<file path="src/rtl/imem_program_loader.sv">
// imem_program_loader
// Debug-unit loader: takes the uart_rx byte stream and writes it into the
// IF-stage instruction memory, big-endian, starting at address 0. Loading
// stops once a 4-byte aligned word equal to HALT_WORD has been written (the
// halt word is stored), or with an error when a byte arrives after the memory
// is already full. o_done is what lets the debug unit move on to RUN.
module imem_program_loader #(
  parameter int          MEM_BYTES = 256,
  parameter int          ADDR_W    = 8,
  parameter logic [31:0] HALT_WORD = 32'hFFFF_FFFF
) (
  input  logic              clk,
  input  logic              rst,
  input  logic              i_start,
  input  logic [7:0]        i_rx_data,
  input  logic              i_rx_valid,
  output logic              o_imem_we,
  output logic [ADDR_W-1:0] o_imem_addr,
  output logic [7:0]        o_imem_data,
  output logic              o_busy,
  output logic              o_done,
  output logic              o_overflow,
  output logic [ADDR_W-2:0] o_word_count
);

  localparam logic [1:0] S_IDLE  = 2'd0;
  localparam logic [1:0] S_LOAD  = 2'd1;
  localparam logic [1:0] S_DONE  = 2'd2;
  localparam logic [1:0] S_ERROR = 2'd3;

  // One extra bit so that "memory full" is a distinct count, not address 0.
  localparam logic [ADDR_W:0] FULL_CNT = (ADDR_W + 1)'(MEM_BYTES);

  logic [1:0]      state;
  logic [1:0]      state_next;
  logic [ADDR_W:0] byte_cnt;
  logic [23:0]     shift;      // the three previous bytes of the current word
  logic [31:0]     word_next;
  logic            load_entry;
  logic            accept;
  logic            overflow_hit;
  logic            word_end;
  logic            halt_hit;

  // Decode what the current byte does and where the FSM goes next.
  always_comb begin
    // NOTE: every signal gets a default first, so no path can leave one
    // unassigned and infer a latch.
    state_next   = state;
    load_entry   = (state != S_LOAD) && i_start;
    accept       = (state == S_LOAD) && i_rx_valid && (byte_cnt != FULL_CNT);
    overflow_hit = (state == S_LOAD) && i_rx_valid && (byte_cnt == FULL_CNT);
    word_next    = {shift, i_rx_data};
    word_end     = accept && (byte_cnt[1:0] == 2'd3);
    halt_hit     = word_end && (word_next == HALT_WORD);

    case (state)
      S_LOAD: begin
        // i_start is deliberately ignored here; a running load is never restarted.
        if (halt_hit) begin
          state_next = S_DONE;
        end else if (overflow_hit) begin
          state_next = S_ERROR;
        end
      end
      default: begin
        // IDLE, DONE and ERROR all restart on i_start; a byte in the same
        // cycle is dropped because accept requires LOAD.
        if (i_start) begin
          state_next = S_LOAD;
        end
      end
    endcase
  end

  // State, status flags, counters and the registered write port.
  always_ff @(posedge clk) begin
    // NOTE: sequential state uses non-blocking assignments so every register
    // samples the pre-edge values, independent of statement order.
    if (rst) begin
      state        <= S_IDLE;
      byte_cnt     <= '0;
      shift        <= '0;
      o_imem_we    <= 1'b0;
      o_imem_addr  <= '0;
      o_imem_data  <= '0;
      o_busy       <= 1'b0;
      o_done       <= 1'b0;
      o_overflow   <= 1'b0;
      o_word_count <= '0;
    end else begin
      state      <= state_next;
      o_busy     <= (state_next == S_LOAD);
      o_done     <= (state_next == S_DONE);
      o_overflow <= (state_next == S_ERROR);
      o_imem_we  <= accept;

      if (load_entry) begin
        byte_cnt     <= '0;
        shift        <= '0;
        o_word_count <= '0;
      end else if (accept) begin
        // Address and data only move on a write; otherwise they hold.
        o_imem_addr <= byte_cnt[ADDR_W-1:0];
        o_imem_data <= i_rx_data;
        byte_cnt    <= byte_cnt + 1'b1;
        shift       <= word_next[23:0];
        if (word_end) begin
          o_word_count <= o_word_count + 1'b1;
        end
      end
    end
  end

endmodule

</file>
<file path="config.mk">
export PLATFORM = sky130hd
export DESIGN_NAME = imem_program_loader
export DESIGN_NICKNAME = d
export VERILOG_FILES = /design/src/rtl/imem_program_loader.sv
export SDC_FILE = /design/constraint.sdc
export NUM_CORES = 1
export LEC_CHECK = 0
export ABC_AREA = 1
export CORE_ASPECT_RATIO = 0.7
export CORE_MARGIN = 1.5
export CORE_UTILIZATION = 48
export DETAILED_ROUTE_END_ITERATION = 8
export PLACE_DENSITY = 0.74
export RECOVER_POWER = 50
export SLEW_MARGIN = 0
export SYNTH_ARGS = -nofsm -noshare
export SYNTH_HDL_FRONTEND = slang
export SYNTH_SLANG_ARGS = --single-unit
</file>
<file path="constraint.sdc">
create_clock -name clk -period 1.5 [get_ports clk]
set_input_delay 0.3 -clock clk [delete_from_list [all_inputs] [get_ports clk]]
set_output_delay 0.3 -clock clk [all_outputs]
set_load 0.03 [all_outputs]
</file>
==> impl_metrics.py, run 1 <==
metrics = {
    "global_routing": {
        "grt_max_degree": 27,
        "grt_first_pass_wirelength_mm": 10.18,
        "grt.total_usage": 0.2386,
        "antenna_found_initial": 0,
        "grt_pass1_vias": 2216,
        "overflow": 0,
    },
    "clock_tree": {
        "cts_tree": "done",
        "clock-sinks": 62,
        "cts_root_buf": "clkbuf_8",
        "htree_levels": 3,
        "cts.path.max_buffers": 2,
        "path_clk_slew_ns": 0.07,
        "cts_buffers": 9,
        "hold_buffers": 0,
        "clock_latency_ns": 0.34,
    },
    "detailed_routing": {
        "routed_via_density": 5.037,
        "drc_errors": 0,
        "postRouteAntennaNets": 0,
        "wl_per_cell_um": 13.81,
        "wirelength_mm": 6.769,
        "first_pass_iters": 5,
        "via_count": 2468,
        "dr.first_iter.drc_count": 164,
    },
    "die": {
        "dieArea_sq_um": 5703,
        "pin_count": 39,
        "die_h_um": 63.64,
        "start_util": 0.5131,
        "rows": 21,
        "core_sq_um": 4913,
        "die_w_um": 89.62,
    },
    "pwr": {
        "vdd_drop_max_mv": 0.6120,
        "power_leakage_nw": 1.560,
        "powerDensity_nw_per_um2": 996.6,
        "totalPowerFinal_mw": 3.614,
    },
    "place": {
        "dp_hpwl_mm": 4.173,
        "port-buffer-count": 38,
        "place_inst": 468,
        "routabilityCongestion": 0.8928,
    },
    "timing": {
        "period_needed_ns": 1.475,
        "clock.fmax_mhz": 678.1,
        "tightest_slew_ns": 0.3904,
        "finalHoldViolations": 0,
        "relSlewSlack": 0.7394,
        "hold_slack_ns": 0.4625,
        "finalSetupViolCount": 0,
        "rsz0062_at_grt": "true",
        "skew_ns": 0.004584,
        "finalMaxSlewViolations": 0,
        "min_period_over_period": 0.9832,
    },
    "synthesis": {
        "ys_ff_latch": 62,
        "synth_area_sq_um": 2521,
        "postSynthAreaPerCell_sq_um": 7.415,
        "synth_cell_types": 26,
        "ys_warn_count": 0,
        "syn_nets": 355,
        "synthCells": 340,
        "synth.yosys.seq_area_share": 0.4923,
    },
    "status": {
        "status": "finished clean",
    },
    "worst_setup_path": {
        "cp-end-kind": "flop",
        "crit_chain": "inv_2, ha_4, nand2_2, nor2_4, nand2_4, nand2_8, inv_6, clkbuf_16, nor2_1, nor2_1",
        "path_delay_family": "simple AND/OR/NAND/NOR gates",
        "worstSetupPathType": "flop to flop",
        "slowest_stage": "dfxtp_2",
        "path_max_fanout": 13,
        "worst_path_most_repeated_cell": "nor2_1",
        "start_kind": "flop",
        "critPathArrivalTime_ns": 1.71,
        "worst-path-buf-inv": 3,
        "slowest_delay_ns": 0.32,
        "critPathRequiredTime_ns": 1.73,
    },
    "final_layout": {
        "num-nets-final": 431,
        "final_cells": 490,
        "drive_gt1_frac": 0.2233,
        "antenna_cells": 0,
        "area.growth.synth_to_final_pct": 43.82,
    },
    "run": {
        "drv_cap": 0,
    },
    "worst_hold_path": {
        "min_path_type": "flop to flop",
    },
}
-- layout make-up --
class	instances	area, sq um
fill	373	1287
clock inverter	6	61.31
clock buffer	10	137.6
timing repair buffer	79	798.3
tap	69	86.33
sequential	62	1245
inverter	23	91.34
multi-input combinational	241	1206
-- what timing repair did --
action / CTS / global route
setup endpoints to repair: 40 / 62
gates resized for setup: 28 / 52
buffers inserted: 1 / 2
gates cloned: 0 / 3
pin swaps: 2 / 5
-- per-layer routing --
layer | routed length (um) | part of all wire | global-route usage
met4 | 96 | 0.014 | 0.05577
met3 | 404 | 0.060 | 0.09567
met5 | 0 | 0 | 0
met1 | 3143 | 0.46 | 0.3350
met2 | 3125 | 0.46 | 0.3405
-- flip-flops by register name, indices dropped and copies added (netlist names), 2 cells and up --
signal / flops
byte_cnt: 9
o_imem_addr: 8
o_imem_data: 8
o_word_count: 7
shift: 24
state: 2
-- worst paths after layout --
| path | startpoint | to | slack, ns | depth (start not counted) |
|---|---|---|---|---|
| hold / removal | byte_cnt[4] | o_imem_addr[4] | 0.46 | 2 |
| setup / recovery | byte_cnt[0] | shift[15] | 0.03 | 10 |
| hold reg to reg | byte_cnt[4] | o_imem_addr[4] | 0.46 | 2 |
| setup reg to reg | byte_cnt[0] | shift[15] | 0.03 | 10 |
-- synthesized netlist by cell type --
cell type / number / share of area
nand4_1: 2 / 0.0050
nor2_2: 4 / 0.0099
dfxtp_1: 62 / 0.49
nand2_4: 1 / 0.0045
xnor2_1: 2 / 0.0069
buf_6: 2 / 0.0089
ha_1: 3 / 0.015
o21bai_1: 1 / 0.0030
nor3_1: 3 / 0.0060
a21oi_1: 40 / 0.079
inv_2: 4 / 0.0060
buf_1: 1 / 0.0015
inv_4: 1 / 0.0025
o21ai_1: 3 / 0.0060
nand3_1: 8 / 0.016
nand2_2: 1 / 0.0025
nand2_1: 89 / 0.13
clkbuf_1: 4 / 0.0060
o21ai_0: 24 / 0.048
inv_1: 18 / 0.027
nand3b_1: 1 / 0.0030
buf_4: 4 / 0.012
nor2_1: 53 / 0.079
xor2_1: 5 / 0.017
buf_2: 3 / 0.0060
a211oi_2: 1 / 0.0050
-- where the power goes --
group | internal (mW) | switching (mW) | total, mW
Clock | 0.805 | 0.653 | 1.46
Sequential | 1.70 | 0.0318 | 1.73
Combinational | 0.195 | 0.231 | 0.426
Total | 2.70 | 0.915 | 3.61
-- worst min-delay path: cells and delay by family (launching register included) --
kind | cells | cell delay, ns
AOI/OAI and AO/OA | 1 | 0.05
buffers and inverters | 1 | 0.05
DFF | 1 | 0.32
-- per-stage QoR --
step | TNS, ns | util | setup WS (ns) | cell area [sq um]
2_1_floorplan | 0 | - | 0.1670 | 2521
3_3_place_gp | -4.345 | 0.6567 | -0.1128 | 3227
3_5_place_dp | -5.660 | 0.6567 | -0.1418 | 3227
4_1_cts | 0 | 0.6919 | 0.01108 | 3400
5_1_grt | -0.4515 | 0.7380 | -0.04727 | 3626
6_report | 0 | 0.7380 | 0.02518 | 3626
-- logic make-up after synthesis --
group | after synthesis | share of synthesized area
DFF | 62 | 0.4923
buffers and inverters | 37 | 0.06947
adders and majority gates | 3 | 0.01489
and+or+nand+nor | 162 | 0.2581
xor gates and xnor gates | 7 | 0.02432
AOI/OAI and AO/OA | 69 | 0.1409
-- layout by cell type (no fill, tap or decap), types with 3 or more instances in the layout --
| cell type | instances |
|---|---|
| nand2_1 | 84 |
| dfxtp_1 | 59 |
| nor2_1 | 48 |
| a21oi_1 | 38 |
| buf_4 | 29 |
| dlygate4sd2_1 | 26 |
| inv_1 | 16 |
| o21ai_1 | 13 |
| clkdlybuf4s50_1 | 11 |
| clkbuf_8 | 10 |
| nand3_1 | 8 |
| o21ai_0 | 8 |
| inv_2 | 6 |
| nor2_2 | 6 |
| o21ai_2 | 6 |
| buf_12 | 6 |
| nand2_2 | 5 |
| xor2_1 | 5 |
| nor2_4 | 3 |
| dfxtp_2 | 3 |
| clkinv_2 | 3 |
| clkbuf_16 | 3 |
Power figures use the tool's default switching activity.
==> run 2, diff against run 1 <==
--- a/config.mk
+++ b/config.mk
@@ -10,7 +10,7 @@
 export CORE_MARGIN = 1.5
 export CORE_UTILIZATION = 48
 export DETAILED_ROUTE_END_ITERATION = 8
-export PLACE_DENSITY = 0.74
+export PLACE_DENSITY = 0.82
 export RECOVER_POWER = 50
 export SLEW_MARGIN = 0
 export SYNTH_ARGS = -nofsm -noshare
==> run 2 against run 1 <==
Wire length shrank 3.1%. Combinational power is 0.9% lower. Hold slack better by 0.0023 ns. Final area is 0.24% lower. Count of clock-buffer cells in the layout did not move. First-iteration DRC count fell by 1.8%. The flow now finishes with violations (setup timing). Sequential power about the same. Via count increased by 1.1%. Maximum frequency decreased by 1.8%. Critical path depth shrank 1. Die area unchanged.
==> impl_metrics.py, run 2 (synthesized netlist as in run 1, its figures left out) <==
metrics = {
    "global_routing": {
        "grt_max_degree": 27,
        "antenna_found_initial": 0,
        "grt_pass1_vias": 2274,
        "overflow": 0,
        "grt_first_pass_wirelength_mm": 10.06,
        "grt.total_usage": 0.2366,
    },
    "worst_setup_path": {
        "worstSetupPathType": "flop to flop",
        "slowest_stage": "dfxtp_2",
        "path_delay_family": "simple AND/OR/NAND/NOR gates",
        "path_max_fanout": 7,
        "start_kind": "flop",
        "worst-path-buf-inv": 3,
        "cp-end-kind": "flop",
        "slowest_delay_ns": 0.33,
        "critPathRequiredTime_ns": 1.76,
        "worst_path_most_repeated_cell": "nand2_4",
        "critPathArrivalTime_ns": 1.77,
        "crit_chain": "inv_2, ha_4, nand2_4, nor2_4, nand2_4, nand2_8, clkinv_8, clkbuf_16, a211oi_2",
    },
    "timing": {
        "period_needed_ns": 1.501,
        "fin_setup_tns_ns": -0.001463,
        "hold_slack_ns": 0.4648,
        "finalSetupViolCount": 1,
        "finalHoldViolations": 0,
        "finalMaxSlewViolations": 0,
        "rsz0062_at_grt": "true",
        "skew_ns": 0.007394,
        "min_period_over_period": 1.001,
        "relSlewSlack": 0.7831,
        "post-route-worst-setup-slack_ns": -0.001463,
        "clock.fmax_mhz": 666.0,
        "tightest_slew_ns": 0.3229,
    },
    "final_layout": {
        "largest_reg_flops": 24,
        "num-nets-final": 429,
        "top_regs": "shift x24, byte_cnt x9",
        "final_common_cell": "nand2_1",
        "final_cells": 488,
        "antenna_cells": 0,
        "area.growth.synth_to_final_pct": 43.47,
        "mostFrequentLayoutCells": "nand2_1, dfxtp_1, nor2_1",
        "finalCoreUtilization": 0.7362,
        "top_register": "shift",
        "drive_gt1_frac": 0.2148,
    },
    "clock_tree": {
        "clock-sinks": 62,
        "cts_root_buf": "clkbuf_8",
        "cts.path.max_buffers": 2,
        "cts_buffers": 9,
        "htree_levels": 3,
        "clock_latency_ns": 0.35,
        "cts_tree": "done",
        "path_clk_slew_ns": 0.07,
    },
    "pwr": {
        "vdd_drop_max_mv": 0.5348,
        "totalPowerFinal_mw": 3.624,
        "powerDensity_nw_per_um2": 1002,
        "power_leakage_nw": 1.550,
    },
    "place": {
        "place_inst": 464,
        "routabilityCongestion": 0.8382,
        "dp_hpwl_mm": 4.129,
        "port-buffer-count": 38,
    },
    "die": {
        "rows": 21,
        "pin_count": 39,
        "die_w_um": 89.62,
        "core_sq_um": 4913,
        "dieArea_sq_um": 5703,
        "die_h_um": 63.64,
        "start_util": 0.5131,
    },
    "detailed_routing": {
        "drc_errors": 0,
        "dr.first_iter.drc_count": 161,
        "routed_via_density": 5.113,
        "dr_wl_met2_mm": 3.219,
        "postRouteAntennaNets": 0,
        "via_count": 2495,
        "top_layer": "met4",
        "met3_length_um": 427,
        "first_pass_iters": 5,
        "wl_per_cell_um": 13.45,
        "wirelength_mm": 6.562,
        "wl_met1_mm": 2.780,
    },
    "status": {
        "status": "finished with violations",
        "violations": "setup timing",
    },
    "run": {
        "drv_cap": 0,
    },
    "worst_hold_path": {
        "min_path_type": "flop to flop",
    },
}
## run 2: cell count changes in the layout (fill, tap and decap cells not counted), sizes merged
| cell | change |
|---|---|
| inv | -1 |
| clkinv | +1 |
| dlygate4sd2 | +1 |
| clkbuf | -2 |
| clkdlybuf4s15 | -1 |
## run 2: metrics by stage
step	instance area, sq um	setup WS [ns]
after floorplan	2521	0.1670
after global placement	3184	-0.09706
after detailed placement	3184	-0.1616
after CTS	3422	0.005336
after global routing	3617	-0.06712
final	3617	-0.001463
## run 2: final cells by class
class,count,area [sq um]
flip-flops and latches,62,1245
inverters,23,98.84
repair buffers,77,778.2
multi-input cells,241,1210
well taps,69,86.33
clock inverters,6,61.31
fillers,372,1296
clock buffers,10,137.6
## run 2: worst paths after layout
| kind | from | endpoint | slack [ns] | depth (start not counted) |
|---|---|---|---|---|
| setup / recovery | byte_cnt[0] | o_imem_addr[3] | -0.001 | 9 |
| hold / removal | o_imem_data[0] | o_imem_data[0] | 0.46 | 2 |
| setup reg to reg | byte_cnt[0] | o_imem_addr[3] | -0.001 | 9 |
| hold reg to reg | o_imem_data[0] | o_imem_data[0] | 0.46 | 2 |
## run 2: timing repair
action                     CTS  global route
setup buffers                1             3
pin swaps                    2             8
gates cloned                 2             2
setup endpoints to repair   29            56
hold endpoints to repair     0             0
gates resized for setup     27            57
hold buffers                 0             0
## run 2: worst register-to-register path, cell delays in order, from the launching register on
cell       delay (ns)
dfxtp_2          0.33
inv_2            0.07
ha_4             0.14
nand2_4          0.05
nor2_4           0.14
nand2_4          0.10
nand2_8          0.13
clkinv_8         0.09
clkbuf_16        0.17
a211oi_2         0.21
## run 2: per-layer routing
layer,track usage,up-vias
met4,0.09423,0
met5,0,-
met3,0.1035,19
li1,-,1236
met1,0.2850,1152
met2,0.3666,88
## run 2: power breakdown
| part | total [mW] | switching (mW) | internal [mW] |
|---|---|---|---|
| clock | 1.47 | 0.667 | 0.805 |
| combinational | 0.422 | 0.229 | 0.193 |
| sequential | 1.73 | 0.0320 | 1.70 |
| total | 3.62 | 0.928 | 2.70 |
==> run 3, diff against run 2 <==
--- a/config.mk
+++ b/config.mk
@@ -6,6 +6,7 @@
 export NUM_CORES = 1
 export LEC_CHECK = 0
 export ABC_AREA = 1
+export ABC_CLOCK_PERIOD_IN_PS = 1450
 export CORE_ASPECT_RATIO = 0.7
 export CORE_MARGIN = 1.5
 export CORE_UTILIZATION = 48
==> constraint.sdc (replaced) <==
create_clock -name clk -period 1.45 [get_ports clk]
set_input_delay 0.29 -clock clk [delete_from_list [all_inputs] [get_ports clk]]
set_output_delay 0.29 -clock clk [all_outputs]
set_load 0.03 [all_outputs]
==> run 3 against run 2 <==
The flow still finishes with violations (setup timing). Maximum frequency rose by 0.54%. First-iteration DRC count rose by 9.3%. Global-route usage rose by 1.4 points. Count of clock-buffer cells in the layout did not move. Die area did not move. Critical endpoint is now shift[15]. Largest cell class is now multi-input combinational cells.
==> impl_metrics.py, run 3 (synthesized netlist as in run 1, its figures left out) <==
metrics = {
    "status": {
        "status": "finished with violations",
        "violations": "setup timing",
    },
    "clock_tree": {
        "cts_root_buf": "clkbuf_8",
        "cts.path.max_buffers": 2,
        "cts_tree": "done",
        "clock-sinks": 62,
        "cts_buffers": 9,
        "htree_levels": 3,
        "hold_buffers": 0,
        "path_clk_slew_ns": 0.08,
        "clock_latency_ns": 0.35,
    },
    "worst_setup_path": {
        "critPathRequiredTime_ns": 1.72,
        "critPathArrivalTime_ns": 1.76,
        "cp-end-kind": "flop",
        "worst_path_most_repeated_cell": "nand2_4",
        "worst-path-buf-inv": 3,
        "r2r_slack_ns": -0.04,
        "crit_chain": "inv_2, ha_4, nand2_4, nor2_4, nand2_4, nand2_8, buf_12, buf_16, o21ai_1, nor2_1",
        "slowest_delay_ns": 0.33,
        "worstSetupPathType": "flop to flop",
        "start_kind": "flop",
        "reg2reg_depth": 10,
        "r2r_start": "byte_cnt[1]",
        "slowest_stage": "dfxtp_2",
        "path_max_fanout": 6,
        "cp.depth": 10,
        "path_delay_family": "simple AND/OR/NAND/NOR gates",
        "rr_endpoint": "shift[15]",
    },
    "final_layout": {
        "largest_reg_flops": 24,
        "num-nets-final": 442,
        "antenna_cells": 0,
        "stdcell_area_sq_um": 3892,
        "top_regs": "shift x24, byte_cnt x9",
        "area.growth.synth_to_final_pct": 54.39,
        "top_register": "shift",
        "drive_gt1_frac": 0.3333,
        "final_common_cell": "nand2_1",
        "mostFrequentLayoutCells": "nand2_1, dfxtp_1, nor2_1",
    },
    "pwr": {
        "power_leakage_nw": 1.650,
        "vdd_drop_max_mv": 0.8384,
        "totalPowerFinal_mw": 3.848,
        "powerDensity_nw_per_um2": 988.6,
    },
    "timing": {
        "clock.fmax_mhz": 669.6,
        "tightest_slew_ns": 0.3886,
        "rsz0062_at_grt": "true",
        "finalHoldViolations": 0,
        "min_period_over_period": 1.030,
        "period_needed_ns": 1.493,
        "finalSetupViolCount": 7,
        "post-route-worst-setup-slack_ns": -0.04333,
        "skew_ns": 0.01154,
        "finalMaxSlewViolations": 0,
        "relSlewSlack": 0.7406,
    },
    "place": {
        "routabilityCongestion": 0.8475,
        "port-buffer-count": 38,
        "dpl_cell_area_sq_um": 3252,
        "dp_hpwl_mm": 4.302,
    },
    "global_routing": {
        "grt.total_usage": 0.2508,
        "grt_first_pass_wirelength_mm": 10.67,
        "grt_pass1_vias": 2363,
        "antenna_found_initial": 0,
        "overflow": 0,
        "grt_max_degree": 27,
    },
    "detailed_routing": {
        "dr.first_iter.drc_count": 176,
        "drc_errors": 0,
        "wl_per_cell_um": 15.12,
        "via_count": 2619,
        "postRouteAntennaNets": 0,
        "first_pass_iters": 5,
        "routed_via_density": 5.228,
        "wirelength_mm": 7.577,
    },
    "worst_hold_path": {
        "hold_path_startpoint": "o_imem_data[3]",
        "whs_path_depth": 2,
        "min_path_type": "flop to flop",
        "hold-path-endpoint": "o_imem_data[3]",
    },
    "die": {
        "rows": 21,
        "core_sq_um": 4913,
        "die_h_um": 63.64,
        "start_util": 0.5131,
        "pin_count": 39,
        "die_w_um": 89.62,
        "dieArea_sq_um": 5703,
    },
    "run": {
        "drv_cap": 0,
    },
}
## run 3: cell count changes in the layout (fill, tap and decap cells not counted), moves of 3 or more
cell and delta:
nor2_1 -10, nor2_2 +9, a21oi_1 -8, o21ai_0 -3
buf_4 +7, nand2_2 +14, nand2_1 -15, dlygate4sd2_1 -4
clkdlybuf4s15_1 +4, nand3_2 +3, a21oi_2 +8, o21ai_2 +5
## run 3: worst max path at each step
| stage | start | endpoint | slack (ns) |
|---|---|---|---|
| 2_1_floorplan | byte_cnt[0] | o_done | 0.12 |
| 3_3_place_gp | i_rx_valid | o_done | -0.13 |
| 4_1_cts | byte_cnt[0] | shift[8] | -0.03 |
| 6_report | byte_cnt[1] | shift[15] | -0.04 |
| 5_1_grt | byte_cnt[1] | shift[2] | -0.08 |
| 3_5_place_dp | i_rx_data[2] | o_busy | -0.17 |
## run 3: power by group
part / switching [mW] / internal [mW] / leakage, nW
registers: 0.0406 / 1.76 / 0.506
clock network: 0.707 / 0.833 / 0.102
logic: 0.272 / 0.239 / 1.04
total: 1.02 / 2.83 / 1.65
## run 3: worst min-delay path, delay by kind of cell (launching register included)
kind	cells	cell delay [ns]
compound gates	1	0.05
simple gates	1	0.06
flops	1	0.31
## run 3: per-layer routing
| layer | track usage | up-vias | wire length [um] |
|---|---|---|---|
| met1 | 0.3023 | 1230 | 3152 |
| li1 | - | 1258 | - |
| met5 | 0 | - | 0 |
| met2 | 0.3983 | 108 | 3802 |
| met3 | 0.09436 | 23 | 433 |
| met4 | 0.1019 | 0 | 188 |
## run 3: cell type report
type	instances	area [sq um]
Multi-Input combinational cell	241	1331
Sequential cell	62	1246
Fill cell	329	1021
Timing Repair Buffer	90	938.4
Clock buffer	10	137.6
Inverter	23	91.34
Tap cell	69	86.33
Clock inverter	6	61.31
## run 3: per-stage QoR
stage	setup slack [ns]	setup TNS, ns	hold slack [ns]	utilization	instances
after global routing	-0.07991	-0.7434	0.4827	0.7922	501
after CTS	-0.02654	-0.1589	0.4643	0.7245	495
after floorplan	0.1170	0	0.3591	-	340
after global placement	-0.1319	-5.984	0.4498	0.6618	473
after detailed placement	-0.1668	-7.551	0.4537	0.6618	473
final	-0.04333	-0.1756	0.4588	0.7922	501
## run 3: what timing repair did
action | in CTS | in global routing
gates cloned | 2 | 4
setup endpoints to repair | 49 | 63
pin swaps | 7 | 20
resized for setup | 59 | 78
buffers inserted | 4 | 3
